$ cat src/rtl/pipe_trace_buffer_pkg.sv
// Shared definitions for the pipeline trace buffer: FSM state encoding,
// event field widths and the packed entry width helper.
package pipe_trace_buffer_pkg;

  localparam int RD_W = 5;

  typedef enum logic [1:0] {
    ST_IDLE  = 2'd0,
    ST_ARMED = 2'd1,
    ST_POST  = 2'd2,
    ST_DONE  = 2'd3
  } trace_state_e;

  // Packed entry layout is {cycle, pc, rd, data}, MSB first.
  function automatic int entry_w(input int cnt_w, input int pc_w, input int xlen);
    return cnt_w + pc_w + RD_W + xlen;
  endfunction

endpackage

$ cat src/rtl/pipe_trace_buffer_ram.sv
// Trace entry storage: synchronous write, asynchronous read so the head
// entry is visible show-ahead on the read port.
module pipe_trace_buffer_ram #(
  parameter int DEPTH = 16,
  parameter int W     = 8,
  localparam int AW   = $clog2(DEPTH)
) (
  input  logic          clk,
  input  logic          we,
  input  logic [AW-1:0] waddr,
  input  logic [W-1:0]  wdata,
  input  logic [AW-1:0] raddr,
  output logic [W-1:0]  rdata
);

  logic [W-1:0] mem [DEPTH];

  always_ff @(posedge clk) begin
    if (we) mem[waddr] <= wdata;
  end

  assign rdata = mem[raddr];

endmodule

$ cat src/rtl/pipe_trace_buffer.sv
// On-chip trace buffer for retired write-back events with a PC-match trigger,
// a post-trigger capture window and a show-ahead drain port.
module pipe_trace_buffer
  import pipe_trace_buffer_pkg::*;
#(
  parameter int XLEN  = 64,
  parameter int PC_W  = 64,
  parameter int DEPTH = 16,
  parameter int CNT_W = 32,
  localparam int AW   = $clog2(DEPTH)
) (
  input  logic             clk,
  input  logic             reset,
  input  logic             en,
  input  logic             ev_valid,
  input  logic [PC_W-1:0]  ev_pc,
  input  logic [4:0]       ev_rd,
  input  logic [XLEN-1:0]  ev_data,
  input  logic             mode,
  input  logic             trig_arm,
  input  logic [PC_W-1:0]  trig_pc,
  input  logic [AW:0]      post_cnt,
  input  logic             rd_ready,
  output logic             rd_valid,
  output logic [CNT_W-1:0] rd_cycle,
  output logic [PC_W-1:0]  rd_pc,
  output logic [4:0]       rd_rd,
  output logic [XLEN-1:0]  rd_data,
  output logic [AW:0]      count,
  output logic [1:0]       state,
  output logic             overflow
);

  localparam int EW = entry_w(CNT_W, PC_W, XLEN);
  localparam logic [AW:0] FULL_CNT = (AW+1)'(DEPTH);

  trace_state_e     st_q, st_d;
  logic [AW:0]      rem_q, rem_d;
  logic [AW-1:0]    head_q, tail_q;
  logic [AW:0]      cnt_q;
  logic [CNT_W-1:0] cyc_q;
  logic             ovf_q;
  logic             capture, pop, full, trig_hit, we;
  logic [EW-1:0]    wentry, hentry;

  // Read handshake: the head entry is offered whenever rd_valid is high and
  // is consumed on the rising edge where rd_valid && rd_ready.
  assign rd_valid = (cnt_q != '0);
  assign pop      = rd_valid && rd_ready;
  assign full     = (cnt_q == FULL_CNT);
  assign capture  = ev_valid && en && (st_q == ST_ARMED || st_q == ST_POST);
  assign trig_hit = capture && (st_q == ST_ARMED) && (ev_pc == trig_pc);
  // A full stop-when-full buffer only accepts a write when a pop frees a slot.
  assign we       = capture && !trig_arm && (!full || pop || !mode);
  assign wentry   = {cyc_q, ev_pc, ev_rd, ev_data};

  pipe_trace_buffer_ram #(.DEPTH(DEPTH), .W(EW)) u_ram (
    .clk   (clk),
    .we    (we),
    .waddr (tail_q),
    .wdata (wentry),
    .raddr (head_q),
    .rdata (hentry)
  );

  assign {rd_cycle, rd_pc, rd_rd, rd_data} = rd_valid ? hentry : '0;
  assign count    = cnt_q;
  assign state    = st_q;
  assign overflow = ovf_q;

  always_ff @(posedge clk or negedge reset) begin
    if (!reset) begin
      st_q  <= ST_IDLE;
      rem_q <= '0;
    end else begin
      st_q  <= st_d;
      rem_q <= rem_d;
    end
  end

  always_comb begin
    st_d  = st_q;
    rem_d = rem_q;
    if (trig_arm) begin
      st_d  = ST_ARMED;
      rem_d = '0;
    end else begin
      case (st_q)
        ST_ARMED: begin
          if (trig_hit) begin
            if (post_cnt == '0) begin
              st_d = ST_DONE;
            end else begin
              st_d  = ST_POST;
              rem_d = post_cnt;
            end
          end
        end
        ST_POST: begin
          if (capture) begin
            rem_d = rem_q - 1'b1;
            if (rem_q == 1) st_d = ST_DONE;
          end
        end
        default: ;
      endcase
    end
  end

  always_ff @(posedge clk or negedge reset) begin
    if (!reset) begin
      cyc_q  <= '0;
      head_q <= '0;
      tail_q <= '0;
      cnt_q  <= '0;
      ovf_q  <= 1'b0;
    end else begin
      cyc_q <= cyc_q + 1'b1;
      if (trig_arm) begin
        head_q <= '0;
        tail_q <= '0;
        cnt_q  <= '0;
        ovf_q  <= 1'b0;
      end else begin
        if (we) tail_q <= tail_q + 1'b1;
        // Wrap mode overwrites the oldest entry, so the head moves past it.
        if (pop || (capture && full && !mode)) head_q <= head_q + 1'b1;
        if (capture && full && !pop) ovf_q <= 1'b1;
        if (pop && !capture) cnt_q <= cnt_q - 1'b1;
        else if (capture && !pop && !full) cnt_q <= cnt_q + 1'b1;
      end
    end
  end

endmodule

$ cat config.mk
export PLATFORM = sky130hd
export DESIGN_NAME = pipe_trace_buffer
export DESIGN_NICKNAME = d
export VERILOG_FILES = /design/src/rtl/pipe_trace_buffer_pkg.sv /design/src/rtl/pipe_trace_buffer_ram.sv /design/src/rtl/pipe_trace_buffer.sv
export SDC_FILE = /design/constraint.sdc
export NUM_CORES = 2
export LEC_CHECK = 0
export BUFFER_PORTS_ARGS = -buffer_cell sky130_fd_sc_hd__buf_4
export CAP_MARGIN = 10
export CORE_MARGIN = 8
export CORE_UTILIZATION = 55
export CTS_BUF_LIST = sky130_fd_sc_hd__clkbuf_16
export CTS_CLUSTER_DIAMETER = 50
export CTS_CLUSTER_SIZE = 40
export DETAILED_ROUTE_END_ITERATION = 10
export MAX_ROUTING_LAYER = met4
export PLACE_DENSITY = 0.83
export SYNTH_ARGS = -nofsm -noshare
export SYNTH_HDL_FRONTEND = slang
export SYNTH_SLANG_ARGS = --single-unit
$ cat constraint.sdc
create_clock -name clk -period 17 [get_ports clk]
set_clock_uncertainty 0.15 [all_clocks]
set_input_delay 5.1 -clock clk [delete_from_list [all_inputs] [get_ports clk]]
set_output_delay 5.1 -clock clk [all_outputs]
set_load 0.02 [all_outputs]
==> out/results.ini <==
[die]
die_h_um = 450
core-area_um2 = 187000
die_w_um = 450
io_pins = 383
dieArea_um2 = 202000
initial_core_util_pct = 55.2
rows = 159

[placement]
dpl.hpwl_um = 131000
dp.cells = 6951
gp_congestion = 0.810
io_buffers = 382

[run]
drv_cap = 0

[sta]
worst_hold_slack_ns = 0.378
setup_viol_count_final = 0
slew_viol_final = 0
slew_headroom_pct = 16.0
rsz0062_at_grt = no
fin_crit_ns = 10.47
tns_ns = 0
fmax_ghz = 0.0956
period_share_pct = 61.6
hold_viol = 0
worst_pin_slew_ns = 1.26

[synth]
async_reset_ff_share_pct = 1.97
synth_nets = 4431
netlist_instances = 4210
ys_seq_elements = 2693
avgSynthCellArea_um2 = 24.6
synth_area_leaders = edfxtp_1 (77%), mux4_2 (18%), dfrtp_1 (1.3%)
yosysMostFrequentCell = edfxtp_1
synth_edf_count = 2640
syn_area_um2 = 103000
yosysTopAreaCell = edfxtp_1
synth.top_cell.area_share_pct = 76.7
synthFlopType = edfxtp_1
synthDistinctLibCells = 46
yosys-top-cells-count = edfxtp_1 (2,640), mux4_2 (825), and2_1 (167)
seq_area_frac_synth_pct = 78.0
yosysWarnings = 0

[cts]
cts_max_level = 4
cts-root-buf = clkbuf_16
path_clk_slew_ns = 0.08
cts_hold_buf = 0
cts_setup_buffers = 0
cts_tree = yes
cts_buffer_depth = 3
insertion_delay_ns = 0.83
cts_resized = 0
numClockSinks = 2693
numCtsBuffers = 181

[detailed_routing]
drt-initial-drc-count = 6073
routed_wl_um = 253000
wl_per_cell_um = 34.6
firstDrtPassIters = 6
vias = 48400
drcViolationCount = 0
vias_per_cell = 6.62
ant_nets = 0

[global_routing]
antenna_found_initial = 25
track_usage_pct = 25.3
grt_pass1_wl_um = 361000
grt_pass1_vias = 50300
grt_max_degree = 174
grt_overflow = 0

[run_status]
outcome = finished clean

[critical_path]
critPathMaxFanout = 72
crit_required_ns = 11.75
rr_worst_depth = 9
worstSetupStartpointType = register
path_common_cell = buf_4
path_class = reg -> out
crit_slowest_cell = dfrtp_4
end_kind = output port
max_stage_delay_ns = 1.05
critPathArrivalTime_ns = 5.22
crit_chain = buf_4 > buf_4 > mux4_2 > mux4_2 > and2_1 > buf_4

[final_layout]
areaGrowthSynthToFinish_pct = 12.1
fillers = 11700
seq_area_um2 = 80600
nNetsFinal = 4861
drive_gt1_share_pct = 34.2
multi_input_area_um2 = 21900
final_cells = 7312

[min_path]
min_path_type = reg -> reg
hold_depth = 2

[pwr]
p_leak_nw = 36.0
power_density_nw_per_um2 = 136
ir_drop_v = 0.000156

==> cells by family (layout without fill, tap and decap cells) <==
family / after synthesis / in the layout / synth area share (%)
flops: 2693 / 2693 / 78.0
other cells: 0 / 21 / 0
compound gates: 29 / 29 / 0.182
simple gates: 318 / 318 / 1.77
xor+xnor: 102 / 102 / 0.864
mux: 830 / 830 / 18.0
buf+inv: 226 / 812 / 1.05
fa+ha+maj: 12 / 12 / 0.145
==> stage by stage <==
step / cell area (um^2) / power [W] / worst slack (ns) / util [%]
final: 116000 / 0.0158 / 6.54 / 61.9
after global routing: 116000 / 0.0163 / 6.10 / 61.9
after CTS: 116000 / 0.0159 / 6.25 / 61.9
after detailed placement: 109000 / 0.0111 / 7.18 / 58.3
after global placement: 109000 / 0.0111 / 7.17 / 58.3
after floorplan: 103000 / 0.00992 / 3.34 / -
==> final cells by class <==
cell class | instances | area share (%)
Sequential cell | 2693 | 69.6
Multi-Input combinational cell | 1291 | 18.9
Clock buffer | 181 | 3.91
Timing Repair Buffer | 459 | 3.10
Tap cell | 2495 | 2.69
Clock inverter | 158 | 1.79
Inverter | 14 | 0.0453
Antenna cell | 21 | 0.0453
==> report_power, final <==
group,internal [W],switching [W]
registers,0.00729,0.0000603
clock network,0.00226,0.00254
logic,0.00174,0.00190
total,0.0113,0.00450
==> worst max-delay path: cells and delay by family (launching register included) <==
kind	cells	cell delay (ns)
buf+inv	3	1.92
mux	2	0.95
flops	1	1.05
simple gates	1	0.34
==> cells in the final DEF, fill, tap and decap left out, types with 3 or more instances in the layout <==
cell        count
edfxtp_1     2640
mux4_2        825
buf_4         448
clkbuf_16     181
and2_1        167
xnor2_1        79
dfrtp_1        49
inv_6          29
nand2_1        27
nor2_1         26
nand4_1        23
clkinv_8       23
diode_2        21
xor2_1         21
inv_1          18
inv_12         18
nand3_1        17
inv_8          15
clkinv_4       14
nor2_4         12
ha_1           12
clkinv_2       11
clkinvlp_4     10
buf_12         10
and3_1          9
inv_16          9
clkinv_16       9
nor3_1          8
bufinv_16       8
clkinv_1        8
a21oi_1         7
o21ai_0         6
nor3_4          5
mux2i_1         5
nor4_1          4
nand2b_1        4
nor3b_1         4
dfrtp_4         4
o21ai_1         3
==> flip-flops by register name (all words and copies together) (netlist names) <==
register   cells
count          5
cyc_q         32
head_q         4
overflow       1
rem_q          5
state          2
tail_q         4
u_ram.mem   2640
==> path summary, 6_finish.rpt <==
path	from	to	slack [ns]
worst max-delay path	head_q[1]	rd_cycle[31]	6.54
worst min-delay path	overflow	overflow	0.38
worst max register to register	state[0]	u_ram.mem[7][49]	11.52
worst min register to register	overflow	overflow	0.38
max in group asynchronous	reset	head_q[0]	11.87
min in group asynchronous	reset	state[1]	4.17
==> per-layer routing <==
layer	wire length, um	global-route usage [%]
met2	132000	42.4
met3	21800	4.02
met5	0	-
met4	11800	10.8
met1	87100	31.1
Note: power is estimated with default switching activity, not from simulation.
